==> src/rtl/core_pkg.sv <==
// core_pkg: shared core constants and the fetch queue entry type.
package core_pkg;
  localparam int XLEN = 32;
  localparam int INSTR_BYTES = 4;
  localparam logic [XLEN-1:0] NOP_INSTR = 32'h0000_0013;
  localparam logic [XLEN-1:0] RESET_PC_DEFAULT = 32'h0000_0000;
  typedef struct packed {
    logic [XLEN-1:0] pc;
    logic [XLEN-1:0] instr;
  } fetch_entry_t;
endpackage

==> src/rtl/instr_fetch_queue_if.sv <==
// instr_fetch_queue_if: imem request/response, redirect and decode-side handshake bundle.
interface instr_fetch_queue_if #(parameter int DEPTH = 4);
  import core_pkg::*;
  logic imem_req_valid;
  logic [XLEN-1:0] imem_addr;
  logic [XLEN-1:0] imem_rdata;
  logic redirect_valid;
  logic [XLEN-1:0] redirect_pc;
  logic out_valid;
  logic out_ready;
  logic [XLEN-1:0] out_instr;
  logic [XLEN-1:0] out_pc;
  logic [$clog2(DEPTH+1)-1:0] count;
  modport master (
    output imem_req_valid, imem_addr, out_valid, out_instr, out_pc, count,
    input imem_rdata, redirect_valid, redirect_pc, out_ready
  );
  modport slave (
    input imem_req_valid, imem_addr, out_valid, out_instr, out_pc, count,
    output imem_rdata, redirect_valid, redirect_pc, out_ready
  );
endinterface

==> src/rtl/sync_fifo.sv <==
// sync_fifo: registered-storage FIFO with push/pop/flush and occupancy flags.
module sync_fifo #(
  parameter int WIDTH = 64,
  parameter int DEPTH = 4
) (
  input  logic                         clk,
  input  logic                         reset,
  input  logic                         push_i,
  input  logic                         pop_i,
  input  logic                         flush_i,
  input  logic [WIDTH-1:0]             wdata_i,
  output logic [WIDTH-1:0]             rdata_o,
  output logic [$clog2(DEPTH+1)-1:0]   count_o,
  output logic                         empty_o,
  output logic                         full_o
);
  localparam int AW = $clog2(DEPTH);
  localparam int CW = $clog2(DEPTH+1);
  logic [WIDTH-1:0] mem_q [DEPTH];
  logic [AW-1:0] rd_q, wr_q;
  logic [CW-1:0] cnt_q;
  logic do_pop;
  always_comb begin
    empty_o = cnt_q == '0;
    full_o = cnt_q == CW'(DEPTH);
    do_pop = pop_i && !empty_o;
    rdata_o = mem_q[rd_q];
    count_o = cnt_q;
  end
  always_ff @(posedge clk) begin
    if (!reset || flush_i) begin
      rd_q <= '0;
      wr_q <= '0;
      cnt_q <= '0;
    end else begin
      if (push_i) wr_q <= wr_q + 1'b1;
      if (do_pop) rd_q <= rd_q + 1'b1;
      cnt_q <= cnt_q + CW'(push_i) - CW'(do_pop);
    end
  end
  always_ff @(posedge clk)
    if (push_i) mem_q[wr_q] <= wdata_i;
endmodule

==> src/rtl/instr_fetch_queue.sv <==
// instr_fetch_queue: sequential fetch with credit-limited issue to a 1-cycle ROM,
// buffering {pc, instr} for decode; redirect flushes and restarts fetch.
module instr_fetch_queue import core_pkg::*; #(
  parameter int DEPTH = 4,
  parameter logic [XLEN-1:0] RESET_PC = RESET_PC_DEFAULT
) (
  input logic clk,
  input logic reset,
  instr_fetch_queue_if.master bus
);
  localparam int CW = $clog2(DEPTH+1);
  logic [XLEN-1:0] fetch_pc_q, fetch_pc_d, req_pc_q, req_pc_d;
  logic inflight_q, inflight_d;
  logic req, push, pop, empty, full;
  logic [CW-1:0] count;
  fetch_entry_t head, wentry;
  always_comb begin
    // outstanding request holds a credit, so the response always has room
    req = reset && !bus.redirect_valid && (int'(count) + int'(inflight_q) < DEPTH);
    push = inflight_q && !bus.redirect_valid;
    bus.out_valid = !empty && !bus.redirect_valid;
    pop = bus.out_valid && bus.out_ready;
    fetch_pc_d = bus.redirect_valid ? (bus.redirect_pc & ~XLEN'(INSTR_BYTES-1))
               : req ? fetch_pc_q + XLEN'(INSTR_BYTES) : fetch_pc_q;
    inflight_d = req;
    req_pc_d = req ? fetch_pc_q : req_pc_q;
    wentry = '{pc: req_pc_q, instr: bus.imem_rdata};
    bus.imem_req_valid = req;
    bus.imem_addr = fetch_pc_q;
    bus.out_instr = bus.out_valid ? head.instr : NOP_INSTR;
    bus.out_pc = bus.out_valid ? head.pc : '0;
    bus.count = count;
  end
  always_ff @(posedge clk) begin
    if (!reset) begin
      fetch_pc_q <= RESET_PC;
      req_pc_q <= RESET_PC;
      inflight_q <= 1'b0;
    end else begin
      fetch_pc_q <= fetch_pc_d;
      req_pc_q <= req_pc_d;
      inflight_q <= inflight_d;
    end
  end
  always_ff @(posedge clk)
    if (reset && push) assert (!full) else $error("fetch queue overflow");
  sync_fifo #(.WIDTH(2*XLEN), .DEPTH(DEPTH)) u_fifo (
    .clk(clk),
    .reset(reset),
    .push_i(push),
    .pop_i(pop),
    .flush_i(bus.redirect_valid),
    .wdata_i(wentry),
    .rdata_o(head),
    .count_o(count),
    .empty_o(empty),
    .full_o(full)
  );
endmodule

==> src/flat_wrapper.sv <==
// flat-port wrapper written by rule: the top's interface ports become plain ports
module instr_fetch_queue_flat import core_pkg::*;
#(
  parameter int DEPTH = 4,
  parameter logic [XLEN-1:0] RESET_PC = RESET_PC_DEFAULT
)
  (clk, reset, bus_imem_req_valid, bus_imem_addr, bus_out_valid, bus_out_instr, bus_out_pc, bus_count, bus_imem_rdata, bus_redirect_valid, bus_redirect_pc, bus_out_ready);
  instr_fetch_queue_if #(.DEPTH(DEPTH)) bus_i ();
  input logic clk;
  input logic reset;
  output wire logic [$bits(bus_i.imem_req_valid)-1:0] bus_imem_req_valid;
  output wire logic [$bits(bus_i.imem_addr)-1:0] bus_imem_addr;
  output wire logic [$bits(bus_i.out_valid)-1:0] bus_out_valid;
  output wire logic [$bits(bus_i.out_instr)-1:0] bus_out_instr;
  output wire logic [$bits(bus_i.out_pc)-1:0] bus_out_pc;
  output wire logic [$bits(bus_i.count)-1:0] bus_count;
  input wire logic [$bits(bus_i.imem_rdata)-1:0] bus_imem_rdata;
  input wire logic [$bits(bus_i.redirect_valid)-1:0] bus_redirect_valid;
  input wire logic [$bits(bus_i.redirect_pc)-1:0] bus_redirect_pc;
  input wire logic [$bits(bus_i.out_ready)-1:0] bus_out_ready;
  assign bus_imem_req_valid = bus_i.imem_req_valid;
  assign bus_imem_addr = bus_i.imem_addr;
  assign bus_out_valid = bus_i.out_valid;
  assign bus_out_instr = bus_i.out_instr;
  assign bus_out_pc = bus_i.out_pc;
  assign bus_count = bus_i.count;
  assign bus_i.imem_rdata = bus_imem_rdata;
  assign bus_i.redirect_valid = bus_redirect_valid;
  assign bus_i.redirect_pc = bus_redirect_pc;
  assign bus_i.out_ready = bus_out_ready;
  instr_fetch_queue #(.DEPTH(DEPTH), .RESET_PC(RESET_PC)) u_core (.clk(clk), .reset(reset), .bus(bus_i));
endmodule
==> config.mk <==
export PLATFORM = sky130hd
export DESIGN_NAME = instr_fetch_queue_flat
export DESIGN_NICKNAME = d
export VERILOG_FILES = /design/src/rtl/core_pkg.sv /design/src/rtl/instr_fetch_queue_if.sv /design/src/rtl/sync_fifo.sv /design/src/rtl/instr_fetch_queue.sv /design/src/flat_wrapper.sv
export SDC_FILE = /design/constraint.sdc
export NUM_CORES = 1
export LEC_CHECK = 0
export ABC_AREA = 1
export BUFFER_PORTS_ARGS = -buffer_cell sky130_fd_sc_hd__buf_2
export CORE_ASPECT_RATIO = 0.5
export CORE_MARGIN = 3
export CORE_UTILIZATION = 35
export DETAILED_ROUTE_END_ITERATION = 8
export PLACE_DENSITY = 0.57
export SYNTH_ARGS = -nofsm -noshare
export SYNTH_HDL_FRONTEND = slang
export SYNTH_SLANG_ARGS = --single-unit
==> constraint.sdc <==
create_clock -name clk -period 4.3 [get_ports clk]
set_input_delay 0.86 -clock clk [delete_from_list [all_inputs] [get_ports clk]]
set_output_delay 0.86 -clock clk [all_outputs]
set_load 0.01 [all_outputs]
==> impl_metrics.json, run 1 <==
{
  "outcome": "complete, no violations",
  "gp_congestion": 0.856,
  "critPathKind": "reg2out",
  "avgViaCountPerCell": 4.89,
  "grt_pass1_vias": 9181,
  "filler_cell_count": 3472,
  "ys.flop_type": "edfxtp_1",
  "hold_violations": 0,
  "met3_length_mm": 1.67,
  "dpl_worst_slack_ps": 1090,
  "slew_headroom": 0.399,
  "drive_gt1_frac": 0.171,
  "wl_met1_mm": 14.3,
  "r2r_setup_slack_ps": 1740,
  "crit_required_ps": 3440,
  "syn2layout_area_growth_pct": 17.7,
  "num_vias": 9578,
  "reg2regPathDepth": 10,
  "fin_nets": 1527,
  "yosys-top-cells-area": "edfxtp_1 56%, dfxtp_1 11%, nor2_1 9.1%",
  "cts_resized": 0,
  "gr-usage-all-layers": 0.162,
  "die_h_um": 144,
  "path_delay_family": "buffers and inverters",
  "report.final.slew_viol_count": 0,
  "dp_hpwl_mm": 20.1,
  "p_per_area_nw_per_um2": 413,
  "antenna_found_initial": 1,
  "yosysMostFrequentCell": "nor2_1",
  "synth_area_per_cell_um2": 10.1,
  "min_path_type": "reg2reg",
  "post_cts_buffers": 0,
  "cts_buffers": 31,
  "post_drt_wl_per_cell_um": 17.2,
  "core-area_um2": 36700,
  "synth_edf_count": 248,
  "setup_viol": 0,
  "critPathBufInv": 3,
  "drv_cap": 0,
  "async_flop_share": 0,
  "crit_arrival_ps": 2930,
  "met2_length_mm": 17.1,
  "drt-initial-drc-count": 668,
  "cts_max_level": 1,
  "clkLatencyLatePin_ps": 570,
  "p_leak_uw": 0.00591,
  "crit_fanout": 70,
  "endpoint_kind": "primary output",
  "rsz0062_at_grt": "false",
  "ys_ff_latch": 318,
  "die_w_um": 281,
  "worstPathCellList": "clkinv_2 -> buf_12 -> o21ai_0 -> a21oi_1 -> buf_2",
  "grt.overflow.total": 0,
  "layout_setup_ws_ps": 509,
  "yosys.area.top_type": "edfxtp_1",
  "grt_pass1_wl_mm": 50.9,
  "skew_ps": 13.8,
  "min_path_cells": 2,
  "die_area_um2": 40500,
  "clk_path_buf_depth": 3,
  "cts_hold_buf": 0,
  "top_layer": "met4",
  "yosysSeqAreaShare": 0.666,
  "initial_core_util": 0.362,
  "min_period_ps": 3790,
  "drt_first_pass_iters": 5,
  "cts_tree": "built",
  "cp_slowest_cell": "clkinv_2",
  "r2r-start": "u_core.u_fifo.count_o[1]",
  "slowest_delay_ps": 680,
  "ir_worst_vdd_mv": 0.335,
  "ys_types": 28,
  "clock-sinks": 318,
  "cp.depth": 5,
  "clock.fmax_mhz": 264,
  "critPathLaunchType": "flip-flop",
  "finalWirelength_mm": 33.7,
  "drc": 0,
  "hp-start": "u_core.u_fifo.rd_q[1]",
  "synth_cells": 1311,
  "row_count": 49,
  "synth_warnings": 0,
  "synth_common_cells": "322 x nor2_1, 248 x edfxtp_1, 165 x o21ai_0, 146 x nand2_1, 114 x a21oi_1",
  "tns_ps": 0,
  "clk_pin_slew_ps": 70,
  "post-route-period-util": 0.882,
  "route.antenna.remaining_nets": 0,
  "grt_max_degree": 79,
  "ios": 169,
  "yosys.area.top_type_share": 0.561,
  "portBuffers": 162,
  "worst_slew_pin_slew_ps": 901,
  "synth_area_um2": 13300,
  "root_buffer": "clkbuf_16"
}
[registers in the layout, summed over array words and instances, names as in the netlist, named ones only]
signal                 flops
u_core.u_fifo.mem_q      248
u_core.bus.imem_addr      30
u_core.req_pc_q           30
u_core.u_fifo.count_o      3
u_core.u_fifo.rd_q         2
u_core.u_fifo.wr_q         2
u_core.inflight_q          1
[cell usage in the layout, fill, tap and decap left out, types with 3 or more instances in the layout]
cell type  count
inv_1         74
nor2_2         6
conb_1         4
edfxtp_1     248
clkbuf_1       6
ha_1           8
dfxtp_1       68
buf_12         6
clkinv_2       8
xor2_1         7
buf_4          8
nand3_1       50
o21ai_0      165
bufinv_16      3
clkbuf_16     32
inv_2          3
o311ai_0       3
nand2_2        3
clkinv_4       3
nor2_1       318
a21oi_1      114
clkinv_1       4
nor2_4        10
nand2_1      145
buf_2        162
[worst reg2reg max path: stages (launching register included)]
cell and delay [ps]:
dfxtp_1 420, inv_1 110, nand3_1 90, nand2_2 370
nor2_1 430, ha_1 290, inv_1 60, ha_1 150
fa_1 420, inv_1 70, nor2_1 40
[through the flow]
| stage | area [um^2] | instances | hold slack (ps) | utilization | total power, uW |
|---|---|---|---|---|---|
| 2_1_floorplan | 13300 | 1314 | 436 | - | 3650 |
| 3_3_place_gp | 14600 | 1901 | 444 | 0.398 | 3780 |
| 3_5_place_dp | 14600 | 1901 | 459 | 0.398 | 3800 |
| 4_1_cts | 15600 | 1959 | 465 | 0.426 | 6520 |
| 5_1_grt | 15600 | 1960 | 474 | 0.426 | 6680 |
| 6_report | 15600 | 1960 | 469 | 0.426 | 6460 |
[per-layer routing]
metal | track usage | vias up
met5 | 0 | -
li1 | - | 4703
met4 | 0.0393 | 0
met1 | 0.205 | 4626
met3 | 0.0313 | 53
met2 | 0.290 | 196
[cell families (layout without fill, tap and decap cells)]
| kind of cell | Yosys count | after routing | share of synthesized area |
|---|---|---|---|
| xor+xnor | 8 | 8 | 0.00528 |
| simple gates | 539 | 539 | 0.164 |
| buf+inv | 151 | 312 | 0.0464 |
| flops | 318 | 318 | 0.666 |
| compound gates | 285 | 285 | 0.108 |
| other cells | 1 | 5 | 0.000282 |
| fa+ha+maj | 9 | 9 | 0.00905 |
[path summary, 6_finish.rpt]
check / to
setup / recovery: bus_out_pc[28]
hold / removal: flip-flop
setup reg to reg: u_core.u_fifo.count_o[1]
hold reg to reg: flip-flop
[area by class of cell]
cell class              count  area (um^2)  share of cell area
clock buffers              39          837              0.0536
diodes                      1         2.50            0.000160
well taps                 484          606              0.0388
repair buffers            176          991              0.0634
clock inverters            19          183              0.0117
inverters                  78          294              0.0188
multi-input cells         845         3860               0.247
flip-flops and latches    318         8850               0.567
[where the power goes]
group          total (uW)  internal, uW  switching, uW  leakage [uW]
combinational         287          98.5            189       0.00256
clock                2730          1560           1170      0.000502
sequential           3440          3380           64.1       0.00284
No activity file was read; power rests on OpenSTA's default activity.
==> run 2, diff against run 1 <==
--- a/config.mk
+++ b/config.mk
@@ -12,6 +12,7 @@
 export CORE_UTILIZATION = 35
 export DETAILED_ROUTE_END_ITERATION = 8
 export PLACE_DENSITY = 0.57
+export RECOVER_POWER = 50
 export SYNTH_ARGS = -nofsm -noshare
 export SYNTH_HDL_FRONTEND = slang
 export SYNTH_SLANG_ARGS = --single-unit
==> run 2 against run 1 <==
Compared with the run above: the flow now finishes with violations (max-capacitance violations, max-slew violations); non-clock buffer count unchanged; sequential share of layout area increased by 0.39 points; worst hold slack better by 4.4 ps; worst setup slack got worse by 1.4 ps; die area is the same; wire length about the same; count of clock-buffer cells in the layout unchanged; fmax hardly changed; sequential cell count did not move; largest power group unchanged.
==> impl_metrics.json, run 2 (synthesis gave the netlist of run 1 again) <==
{
  "cts_resized": 0,
  "clock.fmax_mhz": 264,
  "pwr-share-comb": 0.044,
  "core-area_um2": 36700,
  "post_drt_wl_per_cell_um": 17.2,
  "top_register": "u_core.u_fifo.mem_q",
  "clk_path_buf_depth": 3,
  "clkPwrFrac": 0.423,
  "crit_fanout": 70,
  "outcome": "complete, but fails checks",
  "drc": 0,
  "final_cell_mix": "320 x nor2_1, 248 x edfxtp_1, 165 x o21ai_0, 145 x nand2_1, 130 x buf_2",
  "p_per_area_nw_per_um2": 415,
  "row_count": 49,
  "crit_required_ps": 3440,
  "largest_reg_flops": 248,
  "drt-initial-drc-count": 679,
  "avgViaCountPerCell": 4.89,
  "die_w_um": 281,
  "drt_first_pass_iters": 4,
  "slew_headroom": -0.312,
  "route.antenna.remaining_nets": 0,
  "power.net_switching_uw": 1410,
  "clock-sinks": 318,
  "multi_input_area_um2": 3840,
  "setup_viol": 0,
  "endpoint_kind": "primary output",
  "drv_cap": 3,
  "p_sw_frac": 0.219,
  "report.final.slew_viol_count": 189,
  "cts_buffers": 31,
  "cts_hold_buf": 0,
  "worst_slew_pin_slew_ps": 1970,
  "gr-usage-all-layers": 0.162,
  "ir_worst_vdd_mv": 0.334,
  "internal_power_uw": 5030,
  "antenna_cells": 0,
  "num_vias": 9574,
  "finalWirelength_mm": 33.7,
  "post-route-period-util": 0.882,
  "filler_cell_count": 3482,
  "grt_pass1_vias": 9181,
  "drive_gt1_frac": 0.146,
  "utilization": 0.423,
  "initial_core_util": 0.362,
  "critPathLaunchType": "flip-flop",
  "rsz0062_at_grt": "false",
  "ios": 169,
  "cts_max_level": 1,
  "tns_ps": 0,
  "register_area_um2": 8850,
  "hold_violations": 0,
  "fin_nets": 1527,
  "pwr-share-seq": 0.534,
  "min_path_type": "reg2reg",
  "gp_congestion": 0.856,
  "portBuffers": 162,
  "die_area_um2": 40500,
  "min_period_ps": 3790,
  "final_common_cell": "nor2_1",
  "grt.overflow.total": 0,
  "p_leak_uw": 0.00580,
  "die_h_um": 144,
  "crit_arrival_ps": 2930,
  "skew_ps": 15.4,
  "grt_pass1_wl_mm": 50.9,
  "grt_max_degree": 79,
  "clkLatencyLatePin_ps": 570,
  "antenna_found_initial": 0,
  "critPathKind": "reg2out",
  "violations": "max-capacitance violations, max-slew violations",
  "post_cts_buffers": 0,
  "root_buffer": "clkbuf_16",
  "clk_pin_slew_ps": 60,
  "dp_hpwl_mm": 20.1,
  "cts_tree": "built",
  "syn2layout_area_growth_pct": 16.9
}
-- run 2: changes by cell type in the layout (fill, tap and decap cells not counted) --
| cell | previous run | this run |
|---|---|---|
| buf_12 | 6 | 3 |
| buf_2 | 162 | 130 |
| buf_4 | 8 | 7 |
| clkbuf_1 | 6 | 40 |
| clkbuf_2 | 0 | 2 |
| diode_2 | 1 | 0 |
| inv_1 | 74 | 75 |
| inv_2 | 3 | 2 |
| nor2_1 | 318 | 320 |
| nor2_4 | 10 | 8 |
-- run 2: per-stage QoR --
step / hold WS, ps / std cells / area, um^2 / power [uW] / worst slack [ps]
after floorplan: 436 / 1314 / 13300 / 3650 / 25.2
after global placement: 444 / 1901 / 14600 / 3780 / 1120
after detailed placement: 459 / 1901 / 14600 / 3800 / 1090
after CTS: 465 / 1959 / 15600 / 6520 / 476
after global routing: 497 / 1959 / 15500 / 6680 / 238
final: 473 / 1959 / 15500 / 6450 / 507
-- run 2: final timing paths --
path	from	endpoint	slack (ps)	depth (start not counted)
max	flip-flop	bus_out_pc[28]	510	5
min	u_core.u_fifo.rd_q[1]	flip-flop	470	2
max reg2reg	u_core.inflight_q	u_core.u_fifo.mem_q[1][13]	1610	5
min reg2reg	u_core.u_fifo.rd_q[1]	flip-flop	470	2
-- run 2: final cells by class --
| type | count | share of cell area |
|---|---|---|
| Multi-Input combinational cell | 845 | 0.248 |
| Clock inverter | 19 | 0.0118 |
| Sequential cell | 318 | 0.571 |
| Timing Repair Buffer | 176 | 0.0581 |
| Tap cell | 484 | 0.0390 |
| Clock buffer | 39 | 0.0539 |
| Inverter | 78 | 0.0189 |
-- run 2: power by group through the flow --
stage / Clock (uW) / Sequential (uW) / Combinational, uW
2_1_floorplan: 0 / 3490 / 161
3_3_place_gp: 0 / 3500 / 281
3_5_place_dp: 0 / 3510 / 289
4_1_cts: 2790 / 3440 / 291
5_1_grt: 2910 / 3450 / 321
6_report: 2720 / 3440 / 280
-- run 2: routing by layer --
layer	up-vias	GRT usage	part of all wire
met4	0	0.0393	0.020
li1	4705	-	-
met1	4637	0.205	0.43
met2	178	0.290	0.50
met5	-	0	0
met3	54	0.0313	0.045
-- run 2: worst max-delay path: stages (launching register included) --
cell and delay [ps]:
dfxtp_4 630, clkinv_2 680, buf_12 440, o21ai_0 240
a21oi_1 120, buf_2 160
==> run 3, diff against run 2 <==
--- a/config.mk
+++ b/config.mk
@@ -6,12 +6,13 @@
 export NUM_CORES = 1
 export LEC_CHECK = 0
 export ABC_AREA = 1
-export BUFFER_PORTS_ARGS = -buffer_cell sky130_fd_sc_hd__buf_2
+export BUFFER_PORTS_ARGS = -buffer_cell sky130_fd_sc_hd__buf_4
 export CORE_ASPECT_RATIO = 0.5
 export CORE_MARGIN = 3
 export CORE_UTILIZATION = 35
+export CTS_BUF_LIST = sky130_fd_sc_hd__clkbuf_2
 export DETAILED_ROUTE_END_ITERATION = 8
-export PLACE_DENSITY = 0.57
+export PLACE_DENSITY = 0.55
 export RECOVER_POWER = 50
 export SYNTH_ARGS = -nofsm -noshare
 export SYNTH_HDL_FRONTEND = slang
==> constraint.sdc (replaced) <==
create_clock -name clk -period 3.9 [get_ports clk]
set_input_delay 0.78 -clock clk [delete_from_list [all_inputs] [get_ports clk]]
set_output_delay 0.78 -clock clk [all_outputs]
set_load 0.01 [all_outputs]
==> run 3 against run 2 <==
Compared with the run above: the run still ends with max-capacitance violations, max-slew violations left; wire length grew 2.4%; cell area is 2.2% higher; worst setup slack got worse by 180 ps; critical path type is now in2reg; critical endpoint is now u_core.bus.imem_addr[11]; highest routed layer unchanged.
==> impl_metrics.json, run 3 (synthesis gave the netlist of run 1 again) <==
{
  "min_path_type": "in2reg",
  "slowest_delay_ps": 1070,
  "p_sw_frac": 0.249,
  "cts_resized": 0,
  "largest_reg_flops": 248,
  "final_cells": 2068,
  "cts_max_level": 3,
  "syn2layout_area_growth_pct": 19.5,
  "critPathKind": "in2reg",
  "gp_congestion": 0.840,
  "dp.cells": 1903,
  "route.antenna.remaining_nets": 0,
  "grt_max_degree": 125,
  "skew_ps": 54.9,
  "crit_required_ps": 4730,
  "drc": 0,
  "violations": "max-capacitance violations, max-slew violations",
  "dpl_worst_slack_ps": 811,
  "cp_slowest_cell": "clkbuf_1",
  "crit_top_cell": "nor2_1",
  "final_cell_mix": "320 x nor2_1, 248 x edfxtp_1, 165 x o21ai_0, 145 x nand2_1, 138 x buf_4",
  "filler_cell_count": 3545,
  "p_leak_uw": 0.00600,
  "initial_core_util": 0.362,
  "rsz0062_at_grt": "false",
  "final_common_cell": "nor2_1",
  "register_area_um2": 8850,
  "r2r-start": "u_core.u_fifo.count_o[1]",
  "antenna_found_initial": 1,
  "cts_tree": "built",
  "grt.overflow.total": 0,
  "min_period_ps": 3570,
  "die_w_um": 281,
  "num_vias": 9862,
  "pwr-share-comb": 0.057,
  "portBuffers": 162,
  "post-route-period-util": 0.915,
  "pwr-share-seq": 0.599,
  "core-area_um2": 36700,
  "root_buffer": "clkbuf_2",
  "worst_slew_pin_slew_ps": 1970,
  "crit_fanout": 33,
  "drive_gt1_frac": 0.181,
  "layout_setup_ws_ps": 330,
  "drv_cap": 4,
  "clk_path_buf_depth": 3,
  "post_cts_buffers": 0,
  "met2_usage": 0.288,
  "use_met1": 0.217,
  "clkPwrFrac": 0.344,
  "p_per_area_nw_per_um2": 399,
  "slew_headroom": -0.314,
  "clock.fmax_mhz": 280,
  "drt_first_pass_iters": 5,
  "hold_violations": 0,
  "clkLatencyLatePin_ps": 930,
  "die_h_um": 144,
  "grt.busiest_layer": "met2",
  "die_area_um2": 40500,
  "avgViaCountPerCell": 4.77,
  "clk_pin_slew_ps": 110,
  "internal_power_uw": 4750,
  "finalWirelength_mm": 34.5,
  "post_drt_wl_per_cell_um": 16.7,
  "cts_hold_buf": 32,
  "grt_pass1_vias": 9703,
  "outcome": "complete, but fails checks",
  "ir_worst_vdd_mv": 0.151,
  "met3_usage": 0.0443,
  "dp_hpwl_mm": 20.5,
  "report.final.slew_viol_count": 205,
  "fin_nets": 1607,
  "critPathLaunchType": "primary input",
  "row_count": 49,
  "startpoint": "reset",
  "crit_arrival_ps": 4400,
  "grt_pass1_wl_mm": 52.9,
  "power.net_switching_uw": 1580,
  "ios": 169,
  "cts_buffers": 77,
  "gr-usage-all-layers": 0.170,
  "drt-initial-drc-count": 590,
  "setup_viol": 0,
  "clock-sinks": 318,
  "hp-start": "bus_redirect_pc[4]",
  "endpoint_kind": "flip-flop",
  "multi_input_area_um2": 3840,
  "worstPathCellList": "buf_4 -> inv_1 -> nor2_1 -> nand3_2 -> clkbuf_1 -> nand2_1 -> o21ai_0 -> nor2_1 -> nor2_1",
  "top_register": "u_core.u_fifo.mem_q"
}
## run 3: cell types whose count changed in the layout (fill, tap and decap cells not counted), sizes merged
| cell | previous run | this run |
|---|---|---|
| buf | 140 | 142 |
| bufinv | 3 | 2 |
| clkbuf | 75 | 147 |
| clkinv | 15 | 18 |
| clkinvlp | 1 | 0 |
| diode | 0 | 1 |
| dlygate4sd3 | 0 | 32 |
| inv | 78 | 79 |
## run 3: critical path: cells and delay by family
family          cells  cell delay [ps]
compound gates      1              350
buf+inv             3             2060
simple gates        5             1190
## run 3: path summary, 6_finish.rpt
check | to | slack (ps) | cells past startpoint
setup reg to reg | u_core.bus.imem_addr[11] | 860 | 10
hold reg to reg | u_core.u_fifo.mem_q[3][56] | 460 | 0
hold / removal | u_core.bus.imem_addr[4] | 170 | 3
setup / recovery | u_core.bus.imem_addr[11] | 330 | 9
## run 3: layout make-up
type / count / area share
well taps: 484 / 0.0382
flip-flops and latches: 318 / 0.558
clock buffers: 111 / 0.0350
inverters: 78 / 0.0185
diodes: 1 / 0.000158
clock inverters: 21 / 0.00836
multi-input cells: 845 / 0.242
repair buffers: 210 / 0.0993
## run 3: power by group through the flow
stage          sequential (uW)  combinational, uW  clock (uW)
4_1_cts                   3790                383        2280
2_1_floorplan             3850                177           0
6_report                  3790                359        2180
3_5_place_dp              3870                353           0
3_3_place_gp              3860                347           0
5_1_grt                   3810                406        2470
## run 3: layer usage
metal,vias up,routed length [um]
li1,4925,-
met1,4690,15400
met2,195,16900
met3,52,1700
met4,0,533
met5,-,0
## run 3: per-stage QoR
| step | utilization | instance area (um^2) | hold slack [ps] | total power (uW) | setup TNS (ps) |
|---|---|---|---|---|---|
| after detailed placement | 0.410 | 15000 | 450 | 4220 | 0 |
| after global routing | 0.433 | 15900 | 38.1 | 6680 | 0 |
| final | 0.433 | 15900 | 170 | 6330 | 0 |
| after CTS | 0.438 | 16000 | 45.3 | 6450 | 0 |
| after floorplan | - | 13300 | 436 | 4030 | -73110 |
| after global placement | 0.410 | 15000 | 447 | 4210 | 0 |
